### src/rtl/ieee_conv_pkg.sv
// Shared types and constants for the ASCII-to-IEEE-754 converter front end.
// Holds the parser state encoding, character codes and R/P sizing helper.
package ieee_conv_pkg;

    typedef enum logic [2:0] {
        S_IDLE,
        S_INT,
        S_FRAC,
        S_DRAIN,
        S_CONV,
        S_OUT
    } state_e;

    localparam logic [7:0] CH_MINUS = 8'h2D;
    localparam logic [7:0] CH_DOT   = 8'h2E;
    localparam logic [7:0] CH_ZERO  = 8'h30;
    localparam logic [7:0] CH_NINE  = 8'h39;
    localparam logic [7:0] CH_LF    = 8'h0A;
    localparam logic [7:0] CH_SPACE = 8'h20;

    // 10^n < 2^(4n+1), so R, P and 2R all fit
    function automatic int rp_width(input int digits);
        return 4 * digits + 1;
    endfunction

endpackage

### src/rtl/frac_radix_converter.sv
// Accumulates decimal fraction digits as R/P and converts them to a binary
// fraction by serial restoring division, one bit per cycle.
module frac_radix_converter
    import ieee_conv_pkg::*;
#(
    parameter int fra_len         = 8,
    parameter int max_frac_digits = 4
) (
    input  logic               clk,
    input  logic               rst,
    input  logic               clear_i,
    input  logic               zero_r_i,
    input  logic               acc_i,
    input  logic [3:0]         digit_i,
    input  logic               start_i,
    output logic               full_o,
    output logic               done_o,
    output logic [fra_len-1:0] frac_o
);

    localparam int W  = rp_width(max_frac_digits);
    localparam int NW = $clog2(max_frac_digits + 1);
    localparam int CW = $clog2(fra_len + 1);

    logic [W-1:0]       r_q, r_d, p_q, p_d;
    logic [NW-1:0]      ndig_q, ndig_d;
    logic [fra_len-1:0] frac_q, frac_d;
    logic [CW-1:0]      cnt_q, cnt_d;
    logic               busy_q, busy_d;
    logic [W:0]         t, diff;
    logic               take;

    assign t      = {r_q, 1'b0};
    assign diff   = t - {1'b0, p_q};
    assign take   = t >= {1'b0, p_q};
    assign full_o = ndig_q == NW'(max_frac_digits);
    assign done_o = busy_q && (cnt_q == CW'(fra_len - 1));
    assign frac_o = frac_q;

    always_comb begin
        r_d    = r_q;
        p_d    = p_q;
        ndig_d = ndig_q;
        frac_d = frac_q;
        cnt_d  = cnt_q;
        busy_d = busy_q;
        if (clear_i) begin
            r_d    = '0;
            p_d    = W'(1);
            ndig_d = '0;
            frac_d = '0;
            cnt_d  = '0;
            busy_d = 1'b0;
        end else if (zero_r_i) begin
            r_d = '0;
        end else if (acc_i) begin
            // digits past the retained count are truncated
            if (!full_o) begin
                r_d    = r_q * W'(10) + W'(digit_i);
                p_d    = p_q * W'(10);
                ndig_d = ndig_q + 1'b1;
            end
        end else if (start_i) begin
            busy_d = 1'b1;
            cnt_d  = '0;
            frac_d = '0;
        end else if (busy_q) begin
            frac_d = (frac_q << 1) | fra_len'(take);
            r_d    = take ? diff[W-1:0] : t[W-1:0];
            cnt_d  = cnt_q + 1'b1;
            if (done_o) busy_d = 1'b0;
        end
    end

    always_ff @(posedge clk or posedge rst) begin
        if (rst) begin
            r_q    <= '0;
            p_q    <= W'(1);
            ndig_q <= '0;
            frac_q <= '0;
            cnt_q  <= '0;
            busy_q <= 1'b0;
        end else begin
            r_q    <= r_d;
            p_q    <= p_d;
            ndig_q <= ndig_d;
            frac_q <= frac_d;
            cnt_q  <= cnt_d;
            busy_q <= busy_d;
        end
    end

endmodule

### src/rtl/ascii_fixed_point_parser.sv
// Byte-serial ASCII decimal parser producing integer, binary fraction and
// sign fields for the IEEE-754 converter, with valid/ready on both sides.
module ascii_fixed_point_parser
    import ieee_conv_pkg::*;
#(
    parameter int int_len         = 8,
    parameter int fra_len         = 8,
    parameter int max_frac_digits = 4
) (
    input  logic               clk,
    input  logic               rst,
    input  logic               in_valid,
    output logic               in_ready,
    input  logic [7:0]         in_data,
    output logic               o_valid,
    input  logic               o_ready,
    output logic [int_len-1:0] o_integer,
    output logic [fra_len-1:0] o_fraction,
    output logic               o_sign,
    output logic               o_error
);

    localparam int PW = int_len + 4;

    state_e             state_q, state_d;
    logic [int_len-1:0] int_q, int_d;
    logic               sign_q, sign_d, ovf_q, ovf_d, err_q, err_d;
    logic               xfer, hs;
    logic               is_digit, is_term, is_minus, is_dot;
    logic [PW-1:0]      prod;
    logic               prod_ovf;
    logic               conv_start, frac_acc, zero_r, conv_done, frac_full;

    assign xfer     = in_valid & in_ready;
    assign hs       = o_valid & o_ready;
    assign is_digit = (in_data >= CH_ZERO) && (in_data <= CH_NINE);
    assign is_term  = (in_data == CH_LF) || (in_data == CH_SPACE);
    assign is_minus = in_data == CH_MINUS;
    assign is_dot   = in_data == CH_DOT;
    assign prod     = PW'(int_q) * PW'(10) + PW'(in_data[3:0]);
    assign prod_ovf = |prod[PW-1:int_len];

    always_ff @(posedge clk or posedge rst) begin
        if (rst) state_q <= S_IDLE;
        else     state_q <= state_d;
    end

    always_comb begin
        state_d = state_q;
        unique case (state_q)
            S_IDLE: if (xfer && !is_term) begin
                if (is_minus || is_digit) state_d = S_INT;
                else if (is_dot)          state_d = S_FRAC;
                else                      state_d = S_DRAIN;
            end
            S_INT: if (xfer) begin
                if (is_dot)         state_d = S_FRAC;
                else if (is_term)   state_d = S_CONV;
                else if (!is_digit) state_d = S_DRAIN;
            end
            S_FRAC: if (xfer) begin
                if (is_term)        state_d = S_CONV;
                else if (!is_digit) state_d = S_DRAIN;
            end
            S_DRAIN: if (xfer && is_term) state_d = S_OUT;
            S_CONV:  if (conv_done)       state_d = S_OUT;
            S_OUT:   if (o_ready)         state_d = S_IDLE;
            default:                      state_d = S_IDLE;
        endcase
    end

    always_comb begin
        in_ready   = (state_q == S_IDLE) || (state_q == S_INT) ||
                     (state_q == S_FRAC) || (state_q == S_DRAIN);
        o_valid    = state_q == S_OUT;
        conv_start = xfer && is_term &&
                     ((state_q == S_INT) || (state_q == S_FRAC));
        frac_acc   = xfer && is_digit && (state_q == S_FRAC);
        zero_r     = xfer && is_term && (state_q == S_DRAIN);
    end

    always_comb begin
        int_d  = int_q;
        sign_d = sign_q;
        ovf_d  = ovf_q;
        err_d  = err_q;
        if (hs) begin
            int_d  = '0;
            sign_d = 1'b0;
            ovf_d  = 1'b0;
            err_d  = 1'b0;
        end else if (xfer) begin
            // int_q is zero in IDLE, so the first digit uses the same path
            if (is_digit && ((state_q == S_IDLE) || (state_q == S_INT))) begin
                int_d = prod_ovf ? '1 : prod[int_len-1:0];
                if (prod_ovf) ovf_d = 1'b1;
            end
            if (is_minus && (state_q == S_IDLE)) sign_d = 1'b1;
            if (is_term && (state_q == S_DRAIN)) begin
                err_d = 1'b1;
                int_d = '0;
            end
        end
    end

    always_ff @(posedge clk or posedge rst) begin
        if (rst) begin
            int_q  <= '0;
            sign_q <= 1'b0;
            ovf_q  <= 1'b0;
            err_q  <= 1'b0;
        end else begin
            int_q  <= int_d;
            sign_q <= sign_d;
            ovf_q  <= ovf_d;
            err_q  <= err_d;
        end
    end

    frac_radix_converter #(
        .fra_len        (fra_len),
        .max_frac_digits(max_frac_digits)
    ) u_conv (
        .clk     (clk),
        .rst     (rst),
        .clear_i (hs),
        .zero_r_i(zero_r),
        .acc_i   (frac_acc),
        .digit_i (in_data[3:0]),
        .start_i (conv_start),
        .full_o  (frac_full),
        .done_o  (conv_done),
        .frac_o  (o_fraction)
    );

    assign o_integer = int_q;
    assign o_sign    = sign_q;
    assign o_error   = ovf_q | err_q;

endmodule

### config.mk
export PLATFORM = sky130hd
export DESIGN_NAME = ascii_fixed_point_parser
export DESIGN_NICKNAME = d
export VERILOG_FILES = /design/src/rtl/ieee_conv_pkg.sv /design/src/rtl/frac_radix_converter.sv /design/src/rtl/ascii_fixed_point_parser.sv
export SDC_FILE = /design/constraint.sdc
export NUM_CORES = 1
export LEC_CHECK = 0
export CORE_MARGIN = 8
export CORE_UTILIZATION = 45
export CTS_BUF_LIST = sky130_fd_sc_hd__clkbuf_16
export DETAILED_ROUTE_END_ITERATION = 8
export PLACE_DENSITY = 0.69
export SLEW_MARGIN = 20
export SYNTH_ARGS = -nofsm -noshare
export SYNTH_HDL_FRONTEND = slang
export SYNTH_SLANG_ARGS = --single-unit
export TNS_END_PERCENT = 10
### constraint.sdc
create_clock -name clk -period 6.3 [get_ports clk]
set_clock_uncertainty 0.1 [all_clocks]
set_input_delay 0.945 -clock clk [delete_from_list [all_inputs] [get_ports clk]]
set_output_delay 0.945 -clock clk [all_outputs]
set_load 0.02 [all_outputs]
After elaboration in Yosys (flattened, before gate mapping)
Cells that the tools add are included.
- register bits: 64
- input bits: 12
- logic and storage cells: 144
- add/sub/neg operators: 5
- $mul: 3
- magnitude comparators: 3
- equality and inequality tests: 22
- multiplexer cells: 58
- bitwise operators: 4
- reduce and logical (&&, ||, !) cells: 38
- operators by type and width (operator ; number):
    $mux W17 ; 11
    $mux W8 ; 10
    $mux W3 ; 13
    $mul A17 B3 Y16 const B ; 2
    $eq A8 B6 Y1 const B ; 3
    $mux W4 ; 5
    $ge A18 B17 Y1 ; 1
    $pmux W3 S6 ; 1
    $add A17 B4 Y17 ; 1
    $mux W1 ; 17
    $sub A17 B17 Y17 ; 1
    $ne A2 B2 Y1 const B ; 8
    $add A12 B4 Y12 ; 1
    $reduce_and A3 Y1 ; 4
    $reduce_bool A2 Y1 ; 6
    $logic_and A1 B1 Y1 ; 11
    $mul A8 B3 Y11 const B ; 1
    $eq A3 B3 Y1 const B ; 3
    $eq A8 B4 Y1 const B ; 1
    $ge A8 B6 Y1 const B ; 1
    $le A8 B6 Y1 const B ; 1
    $or A8 B1 Y8 ; 1
    $reduce_and A2 Y1 ; 4
    $eq A3 B2 Y1 const B ; 2
    other kinds (17) ; 24

Depth between registers and ports, before layout
Gate-level depths: netlist of run 1.
- word-level depth: 11
- gate-level depth with buffers: 13
- mapped depth without buffers: 13

Hierarchy
From an unflattened synthesis of run 1, not the netlist that was laid out.
- cells, all modules: 686
- area total of the unflattened synthesis: 6198.4 µm²
- by module, submodules not included (module ; times used ; cells an instance ; area each (µm²)):
    frac_radix_converter ; 1 ; 519 ; 4742.0
    ascii_fixed_point_parser ; 1 ; 167 ; 1456.4

Worst setup path after synthesis of run 1
No wires, ideal clock.
- path kind: register to register
- from: register u_conv.r_q[1]
- to: register u_conv.r_q[15]
- data arrival time: 2.967 ns
- data required time: 6.089 ns
- slack: 3.121 ns
- stages on the path, launching flop included: 14
- buffers on the path: 0
- period minus slack after synthesis: 3.179 ns
- path through: dfrtp_1 ha_1 ha_1 inv_1 fa_1 nand2b_1 a21oi_1 xor2_1 and2_1 nand3_1 and4bb_1 and3_1 xnor2_1 a2111oi_2
- word-level cells in the longest chain between the ends: 7
- elaborated cells between the ends (all ways): 11
- classes of those cells: add/sub: 2; mul: 1; order compare: 1; mux: 7
- ends and longest elaborated chain (what ; line ; source):
    start, declared ; frac_radix_converter.sv:25 ; logic [W-1:0] r_q, r_d, p_q, p_d;
    start signal, assigned ; frac_radix_converter.sv:84 ; r_q <= r_d;
    parallel branches: the longest is 4 deep, another holds $mul A17 B3 Y16 ; n/a ;
    $mux W17 * ; frac_radix_converter.sv:56 ; end else if (acc_i) begin
    $mux W17 * ; frac_radix_converter.sv:54 ; end else if (zero_r_i) begin
    $mux W17 * ; frac_radix_converter.sv:47 ; if (clear_i) begin
Mark *: on every way between the ends. The select of a mux whose other input is x is not followed.
A chain may end at the register's enable or synchronous reset.

Final worst setup path of run 1
- from: input in_data[2]
- to: register u_conv.r_q[13]
- word-level cells in the longest chain between the ends: 7
- elaborated cells between the ends (all ways): 20
- classes of those cells: add/sub: 1; order compare: 2; eq/ne: 4; mux: 4; reduce/logical: 9
- ends and longest elaborated chain (what ; line ; source):
    start, declared ; ascii_fixed_point_parser.sv:14 ; input logic [7:0] in_data,
    parallel branches: the longest is 7 deep, another holds $add A17 B4 Y17 ; n/a ;
Parallel ways; which one is timed is not known. The select of a mux whose other input is x is not followed.

==> metrics.yaml, run 1 <==
global_routing:
  grt_pass1_wl_um: 25880
  grt_max_degree: 65
  antenna_found_initial: 0
  grt_pass1_vias: 5333
  gr-total-overflow: 0
  track_usage_pct: 17.81
clock_network:
  cts_made_buffers: 9
  insertion_delay_ps: 340
  cts_setup_buffers: 0
  clk_path_buf_depth: 2
  cts_sinks: 64
  cts_resized: 0
  clkSlewWorstSetupHoldPaths_ps: 50
  cts-htree-levels: 3
  cts_tree: "built"
  holdBufCountCts: 0
  root_buffer: "clkbuf_16"
cells_and_area:
  drive_gt1_share_pct: 4.865
  syn_to_final_growth_pct: 12.29
  final_cell_mix: "88 x ha_1, 85 x nand2_1, 63 x dfrtp_1, 55 x o21ai_0, 51 x a21oi_1"
  mostFrequentLayoutCell: "ha_1"
  antenna_cells: 0
  fin_area_um2: 6792
  instances_no_fill: 916
  nNetsFinal: 842
worst_hold_path:
  hp-class: "register to register"
job:
  drv_cap: 0
die:
  die_area_um2: 17410
  fp-row-count: 42
  start_util_pct: 45.85
  core-area_um2: 13190
  die_width_um: 131.9
  io_pins: 32
  die_y_um: 131.9
logic_synthesis:
  ys.flop_type: "dfrtp_1"
  synth_compound_area_share_pct: 22.73
  synthesis.area_um2: 6048
  ys_types: 69
  ys_seq_area_share_pct: 26.50
  synth_mux_area_share_pct: 0.6620
  yosysWarningCount: 0
  async_flop_share_pct: 100.0
  synth_xor_area_share_pct: 8.254
  synth-seq-cells: 64
  synth_top_family_by_area: "compound AO/OA/AOI/OAI gates"
  synthAdderAreaFrac_pct: 20.19
  synth.avg_cell_area_um2: 8.483
  syn_nets: 819
  synthSimpleGateAreaFrac_pct: 17.31
  synthCells: 713
  synth_edf_count: 0
placed_design:
  port_buffers: 31
  place_hpwl_um: 11740
  globalplace.congestion: 0.9112
  dpl_cell_area_um2: 6500
  dp.cells: 901
timing:
  finalSetupViolCount: 0
  finalMaxSlewViolations: 0
  finalHoldViolations: 0
  rsz0062_at_grt: "false"
  setup_tns_ps: 0
  fmax_mhz: 233.2
  fin_crit_sh_pct: 68.08
  tightest_slew_ps: 916.8
  fin_crit_ps: 4289
  maxSlewHeadroom_pct: 38.73
pwr:
  power_uw: 3560
  vdd_drop_max_mv: 0.2296
  powerDensity_nw_per_um2: 524.2
  leakage_uw: 0.003157
outcome:
  status: "complete, no violations"
critical_path:
  crit_arrival_ps: 4370
  r2r_slack_ps: 2620
  start_kind: "input pin"
  worstSetupEndpointType: "register"
  cp.required_ps: 6380
  worstSetupPathType: "input pin to register"
  crit_fanout: 31
route:
  ant_nets: 0
  first_iter_violations: 450
  routed_wl_um: 15520
  vias: 5328
  viasPerCell: 5.817
  drc: 0
  dr.pass1.iters: 7
  wl_per_cell_um: 16.94
power breakdown:
group | switching (µW) | total, µW | internal (µW)
Combinational | 1340 | 2350 | 1010
Sequential | 195 | 730 | 536
Clock | 179 | 478 | 299
Total | 1710 | 3560 | 1850
synthesized netlist by cell type, types with 4 or more instances:
cell / number / area [µm²]
o31ai_1: 11 / 82.58
nand2_1: 85 / 319.1
a21oi_1: 51 / 255.2
dfrtp_1: 63 / 1577
nand3_1: 32 / 160.2
o211ai_1: 20 / 150.1
nor2b_1: 7 / 43.79
clkbuf_1: 16 / 60.06
a21o_1: 16 / 120.1
ha_1: 88 / 1101
a31oi_1: 7 / 43.79
mux2i_1: 4 / 40.04
nor3_1: 10 / 50.05
nor2_1: 36 / 135.1
a211oi_1: 5 / 37.54
inv_1: 42 / 157.7
fa_1: 6 / 120.1
or2_2: 6 / 37.54
xnor2_1: 36 / 315.3
o21ai_0: 55 / 275.3
o21a_1: 6 / 45.04
xor2_1: 21 / 183.9
and3_1: 6 / 37.54
or3_1: 4 / 25.02
nand4_1: 5 / 31.28
o21bai_1: 5 / 37.54
and2_1: 9 / 56.30
nand2b_1: 6 / 37.54
kinds of logic (layout without fill, tap and decap cells):
kind of cell    count (synthesis)  count (layout)
compound gates                210             210
xor+xnor                       57              57
fa+ha+maj                      94              94
buf+inv                        65              92
flops                          64              64
mux                             4               4
simple gates                  219             219
critical path, stage by stage:
cell             delay (ps)
clkdlybuf4s50_1         590
o21ai_1                 200
nand4_1                 260
nor3_2                  540
nand2_1                 690
nand2_2                 540
o21ai_0                 150
a2111oi_0               440
layout make-up:
type	instances	area, µm²
Fill cell	1195	6399
Multi-Input combinational cell	584	4195
Sequential cell	64	1603
Timing Repair Buffer	34	332.8
Clock buffer	9	225.2
Tap cell	176	220.2
Inverter	43	161.4
Clock inverter	6	53.80
final timing paths:
path / from / end / cells past startpoint
max reg2reg: u_conv.r_q[1]$_DFFE_PP0P_ / u_conv.r_q[13]$_DFFE_PP0P_ / 13
max: in_data[2] / u_conv.r_q[13]$_DFFE_PP0P_ / 8
min reg2reg: u_conv.cnt_q[3]$_DFFE_PP0P_ / u_conv.cnt_q[3]$_DFFE_PP0P_ / 1
max in group asynchronous: rst / u_conv.r_q[10]$_DFFE_PP0P_ / 3
min in group asynchronous: rst / err_q$_DFFE_PP0P_ / 3
min: u_conv.cnt_q[3]$_DFFE_PP0P_ / u_conv.cnt_q[3]$_DFFE_PP0P_ / 1
per-stage QoR:
step | hold WS, ps | utilization (%) | setup slack (ps)
5_1_grt | 414.4 | 51.49 | 1669
4_1_cts | 398.4 | 51.39 | 2083
3_3_place_gp | 357.8 | 49.28 | 1909
3_5_place_dp | 386.0 | 49.28 | 1778
2_1_floorplan | 337.4 | - | 3121
6_report | 384.7 | 51.49 | 2011
sequential cells by signal, summed over array words and instances (netlist names), 3 cells and up:
name           flops
u_conv.frac_o      8
u_conv.p_q        17
u_conv.r_q        17
u_conv.cnt_q       4
o_integer          8
state_q            3
u_conv.ndig_q      3
per-layer routing:
metal / wire length, µm / vias up / GRT usage, % / share of wire [%]
met5: 0 / - / 0 / 0
li1: - / 2617 / - / -
met3: 631 / 29 / 3.963 / 4.1
met2: 7421 / 133 / 30.05 / 48
met1: 7128 / 2549 / 21.75 / 46
met4: 337 / 0 / 6.445 / 2.2
Note: power is estimated with default switching activity, not from simulation.
==> inputs of run 2 (changes only) <==
- PLACE_DENSITY: 0.69 -> 0.71
- clock period: 6.3 -> 3.8 ns (I/O delays scaled with it)
==> run 2 against run 1 <==
  * Via count is essentially flat
  * Combinational power grew 64%
  * Register-to-register slack lost 2300 ps
  * Core utilization increased by 0.28 points
  * Clock power up 49%
  * Worst setup slack got worse by 1700 ps
  * Sequential share of layout area decreased by 0.13 points
  * Sequential power is 64% higher
  * Total power is 62% higher
  * Global-route usage is 0.55 points lower
  * Highest routed layer unchanged
==> metrics.yaml, run 2 (synthesis results as in run 1) <==
global_routing:
  grt_pass1_vias: 5433  # +1.9%
  grt_pass1_wl_um: 25420  # -1.8%
  track_usage_pct: 17.26  # -0.55 points
  grt_max_degree: 34  # -48%
  gr-total-overflow: 0  # unchanged
  antenna_found_initial: 0  # unchanged
timing:
  fmax_mhz: 287.9
  tightest_slew_ps: 705.2  # -211.6 ps
  setup_tns_ps: 0  # unchanged
  maxSlewHeadroom_pct: 52.92  # +14 points
  fin_ws_ps: 326.9  # -1684 ps
  rsz0062_at_grt: "false"
  finalSetupViolCount: 0  # unchanged
  fin_crit_ps: 3473
  finalMaxSlewViolations: 0  # unchanged
  finalHoldViolations: 0  # unchanged
  fin_crit_sh_pct: 91.40
critical_path:
  worstSetupPathType: "register to register"
  cp.required_ps: 3880  # -2500 ps
  crit_chain: "ha_1 > ha_1 > inv_1 > fa_1 > nand2b_1 > a21oi_1 > xor2_1 > nand4b_1 > nor3b_2 > and3_1 > a311oi_1 > o31ai_1 > a21oi_1"
  max_stage_delay_ps: 480  # -210 ps
  crit_arrival_ps: 3550  # -820 ps
  worstSetupEndpointType: "register"
  start_kind: "register"
  crit_slowest_cell: "dfrtp_1"
  worst-r2r-cell-count: 13  # unchanged
  crit_fanout: 6  # -81%
route:
  dr.pass1.iters: 5  # -2
  wl_per_cell_um: 15.95  # -5.8%
  viasPerCell: 5.751  # -1.1%
  drc: 0  # unchanged
  vias: 5331  # +0.056%
  first_iter_violations: 389  # -14%
  routed_wl_um: 14790  # -4.7%
  ant_nets: 0  # unchanged
placed_design:
  dp.cells: 910  # +1.0%
  pre_cts_ws_ps: 303.0  # -1475 ps
  dpl_cell_area_um2: 6568  # +1.0%
  port_buffers: 31  # unchanged
  place_hpwl_um: 11520  # -1.8%
  globalplace.congestion: 0.9631  # +5.7%
clock_network:
  root_buffer: "clkbuf_16"
  cts_tree: "built"
  insertion_delay_ps: 330  # about the same
  holdBufCountCts: 0  # unchanged
  cts-htree-levels: 3  # unchanged
  clk_path_buf_depth: 2  # unchanged
  cts_made_buffers: 9  # unchanged
  clkSlewWorstSetupHoldPaths_ps: 50  # about the same
  cts_sinks: 64  # unchanged
job:
  drv_cap: 0  # unchanged
cells_and_area:
  antenna_cells: 0  # unchanged
  fin_area_um2: 6828  # +0.53%
  final_cell_mix: "88 x ha_1, 85 x nand2_1, 63 x dfrtp_1, 55 x o21ai_0, 51 x a21oi_1"
  nNetsFinal: 852  # +1.2%
  syn_to_final_growth_pct: 12.89
  instances_no_fill: 927  # +1.2%
  drive_gt1_share_pct: 5.593  # +0.73 points
  largestRegisters: "u_conv.p_q: 17 flops, u_conv.r_q: 17 flops"
  mostFrequentLayoutCell: "ha_1"
  nFillCells: 1227  # +2.7%
die:
  core-area_um2: 13190  # unchanged
  io_pins: 32  # unchanged
  die_y_um: 131.9  # unchanged
  start_util_pct: 45.85  # unchanged
  die_width_um: 131.9  # unchanged
  die_area_um2: 17410  # unchanged
  fp-row-count: 42  # unchanged
pwr:
  powerDensity_nw_per_um2: 845.7  # +61%
  vdd_drop_max_mv: 0.4390  # +91%
  leakage_uw: 0.003204  # +1.5%
worst_hold_path:
  hp-class: "register to register"
  hold_path_depth: 2  # +1
outcome:
  status: "complete, no violations"
==> run 2: area by class of cell <==
type | count | area [µm²] | share of cell area, %
Clock buffer | 9 | 225.2 | 3.299
Clock inverter | 7 | 27.53 | 0.4032
Inverter | 43 | 161.4 | 2.364
Multi-Input combinational cell | 584 | 4183 | 61.26
Sequential cell | 64 | 1603 | 23.47
Tap cell | 176 | 220.2 | 3.225
Timing Repair Buffer | 44 | 407.9 | 5.974
==> run 2: critical path: cells and delay by family, from the launching register on <==
kind                       cells  cell delay (ps)
AOI/OAI and AO/OA              4              660
xor gates and xnor gates       1              220
adders and majority gates      3              910
buffers and inverters          1               60
DFF                            1              480
and+or+nand+nor                4              880
==> run 2: per-layer routing <==
layer	vias to the layer above	routed length [µm]	global-route usage, %
met5	-	0	0
met4	0	254	4.850
met3	22	713	3.316
met2	143	7129	29.74
met1	2528	6692	21.41
li1	2638	-	-
==> run 2: path summary, 6_finish.rpt <==
| path | startpoint | to | slack (ps) |
|---|---|---|---|
| setup / recovery | u_conv.r_q[1]$_DFFE_PP0P_ | u_conv.r_q[16]$_DFFE_PP0P_ | 330 |
| hold reg to reg | u_conv.frac_o[7]$_DFFE_PP0P_ | u_conv.frac_o[7]$_DFFE_PP0P_ | 400 |
| hold / removal | u_conv.frac_o[7]$_DFFE_PP0P_ | u_conv.frac_o[7]$_DFFE_PP0P_ | 400 |
| setup reg to reg | u_conv.r_q[1]$_DFFE_PP0P_ | u_conv.r_q[16]$_DFFE_PP0P_ | 330 |
| min in group asynchronous | rst | state_q[2]$_DFFE_PP0P_ | 570 |
| max in group asynchronous | rst | u_conv.p_q[0]$_DFFE_PP1P_ | 2120 |
==> run 2: where the power goes <==
part           total (µW)  internal [µW]  switching (µW)  leakage [µW]
combinational        3860           1720            2140       0.00222
clock                 712            425             287      0.000143
sequential           1200            889             313      0.000841
total                5770           3030            2740       0.00320
==> run 2: timing repair <==
action	CTS	global route
endpoints found under the hold margin	0	0
setup buffers	0	1
setup endpoints to repair	0	2
resized for setup	0	0
==> run 2: through the flow <==
step / utilization [%] / hold WS (ps) / total power (µW)
final: 51.76 / 398.0 / 5774
after detailed placement: 49.79 / 369.9 / 5017
after global placement: 49.79 / 355.2 / 4893
after global routing: 51.76 / 416.5 / 6332
after floorplan: - / 337.4 / 4170
after CTS: 51.71 / 401.8 / 5756
==> inputs of run 3 (changes only) <==
- CORE_MARGIN: 8 -> 2
==> run 3 against run 2 <==
  * Register-to-register slack lost 70 ps
  * Worst hold slack worse by 27 ps
  * Sequential share of layout area is 0.099 points lower
  * Count of clock-buffer cells in the layout did not move
  * Sequential power is essentially flat
  * Maximum frequency fell by 1.9%
  * Critical path depth unchanged
  * Critical path type unchanged
  * Largest power group unchanged
==> metrics.yaml, run 3 (synthesis results as in run 1) <==
timing:
  fmax_mhz: 282.4  # -1.9%
  maxSlewHeadroom_pct: 44.09  # -8.8 points
  finalMaxSlewViolations: 0  # unchanged
  setup_tns_ps: 0  # unchanged
  finalHoldViolations: 0  # unchanged
  finalSetupViolCount: 0  # unchanged
  fin_crit_sh_pct: 93.20  # +1.8 points
  fin_crit_ps: 3541  # +68.29 ps
  tightest_slew_ps: 837.7  # +132.4 ps
  fin_ws_ps: 258.6  # -68.29 ps
clock_network:
  cts-htree-levels: 3  # unchanged
  cts_tree: "built"
  clk_path_buf_depth: 2  # unchanged
  clkSlewWorstSetupHoldPaths_ps: 60  # about the same
  root_buffer: "clkbuf_16"
  cts_sinks: 64  # unchanged
  cts_made_buffers: 9  # unchanged
  insertion_delay_ps: 340  # about the same
route:
  wl_per_cell_um: 16.03  # +0.47%
  vias: 5368  # +0.69%
  viasPerCell: 5.784  # +0.59%
  routed_wl_um: 14880  # +0.58%
  drc: 0  # unchanged
  ant_nets: 0  # unchanged
  first_iter_violations: 387  # -0.51%
  dr.pass1.iters: 5  # unchanged
global_routing:
  grt_pass1_vias: 5376  # -1.0%
  grt_pass1_wl_um: 25340  # -0.30%
  track_usage_pct: 21.63  # +4.4 points
  gr-total-overflow: 0  # unchanged
  grt_max_degree: 48  # +41%
  antenna_found_initial: 0  # unchanged
pwr:
  vdd_drop_max_mv: 0.4096  # -6.7%
  power_frac_comb_pct: 66.7  # about the same
  p_seq_share_pct: 20.5  # -0.3 points
  clockPowerShare_pct: 12.8  # +0.5 points
  powerDensity_nw_per_um2: 853.9  # +0.97%
  p_sw_share_pct: 47.72  # +0.19 points
  p_int_uw: 3061  # +1.0%
  p_switching_uw: 2794  # +1.8%
  leakage_uw: 0.003192  # -0.37%
cells_and_area:
  instances_no_fill: 928  # +0.11%
  syn_to_final_growth_pct: 13.36
  final_cell_mix: "88 x ha_1, 85 x nand2_1, 63 x dfrtp_1, 55 x o21ai_0, 49 x a21oi_1"
  nNetsFinal: 853  # +0.12%
  largestRegisters: "u_conv.p_q: 17 flops, u_conv.r_q: 17 flops"
  mostFrequentLayoutCell: "ha_1"
  utilization_pct: 51.98  # +0.22 points
  antenna_cells: 0  # unchanged
  drive_gt1_share_pct: 6.516  # +0.92 points
critical_path:
  cp.required_ps: 3890  # about the same
  worstSetupStartpoint: "u_conv.r_q[1]$_DFFE_PP0P_"
  crit_fanout: 6  # unchanged
  crit_arrival_ps: 3630  # +80 ps
  reg2reg_from: "u_conv.r_q[1]$_DFFE_PP0P_"
  worstSetupPathType: "register to register"
  worstSetupEndpointType: "register"
  start_kind: "register"
placed_design:
  pre_cts_ws_ps: 281.4  # -21.67 ps
  port_buffers: 31  # unchanged
  dp.cells: 910  # unchanged
  place_hpwl_um: 11410  # -0.94%
  globalplace.congestion: 0.9236  # -4.1%
die:
  die_y_um: 119.9  # -9.1%
  core-area_um2: 13190  # unchanged
  die_area_um2: 14380  # -17%
  start_util_pct: 45.85  # unchanged
  die_width_um: 119.9  # -9.1%
  fp-row-count: 42  # unchanged
  io_pins: 32  # unchanged
worst_hold_path:
  hp-class: "register to register"
  min-delay-start: "u_conv.cnt_q[3]$_DFFE_PP0P_"
outcome:
  status: "complete, no violations"
job:
  drv_cap: 0  # unchanged
==> run 3: changes by cell type in the layout (fill, tap and decap cells not counted), moves of 2 or more <==
cell / delta
clkinvlp_4: +3
a21oi_2: +2
a21oi_1: -2
clkinv_2: +2
inv_1: -4
==> run 3: final timing paths <==
path                                          endpoint  slack [ps]  cells past startpoint
setup / recovery            u_conv.r_q[16]$_DFFE_PP0P_         260                     13
hold / removal             u_conv.cnt_q[3]$_DFFE_PP0P_         370                      1
setup reg to reg            u_conv.r_q[16]$_DFFE_PP0P_         260                     13
hold reg to reg            u_conv.cnt_q[3]$_DFFE_PP0P_         370                      1
max in group asynchronous  u_conv.cnt_q[0]$_DFFE_PP0P_        2310                      3
min in group asynchronous       state_q[0]$_DFFE_PP0P_         600                      2
==> run 3: cell type report <==
cell class	instances	area, µm²
Fill cell	1251	6334
Multi-Input combinational cell	584	4190
Sequential cell	64	1603
Timing Repair Buffer	45	415.4
Clock buffer	9	225.2
Tap cell	176	220.2
Inverter	43	162.7
Clock inverter	7	40.04
==> run 3: worst max-delay path, stage by stage (launching register included) <==
cell	delay (ps)
dfrtp_1	480
ha_1	330
ha_1	180
inv_1	60
fa_1	390
nand2b_1	200
a21oi_1	170
xor2_1	270
nand4b_1	210
nor3b_2	260
and3_1	250
a311oi_1	130
o31ai_1	250
a21oi_1	100
==> run 3: metrics by stage <==
stage	hold slack (ps)	area [µm²]	power [µW]
floorplan	337.4	6048	4170
global placement	360.7	6568	4901
detailed placement	370.8	6568	5005
CTS	374.3	6833	5798
global route	396.4	6857	6396
finish	371.2	6857	5855
==> run 3: layer usage <==
layer | up-vias | part of all wire (%) | track usage (%)
met1 | 2573 | 45 | 26.73
met5 | - | 0 | 0
met3 | 21 | 4.4 | 3.945
li1 | 2626 | - | -
met4 | 0 | 1.7 | 6.176
met2 | 148 | 49 | 38.32
==> run 3: what timing repair did <==
| action | in CTS | in global routing |
|---|---|---|
| setup buffers | 0 | 2 |
| resized for setup | 0 | 2 |
| hold buffers | 0 | 0 |
| endpoints found under the setup margin | 0 | 3 |
| endpoints found under the hold margin | 0 | 0 |
==> run 3: power by group through the flow <==
stage | clock network, µW | logic [µW] | registers (µW)
global route | 794 | 4370 | 1240
CTS | 763 | 3840 | 1200
floorplan | 0 | 3020 | 1150
finish | 750 | 3910 | 1200
global placement | 0 | 3700 | 1200
detailed placement | 0 | 3800 | 1210
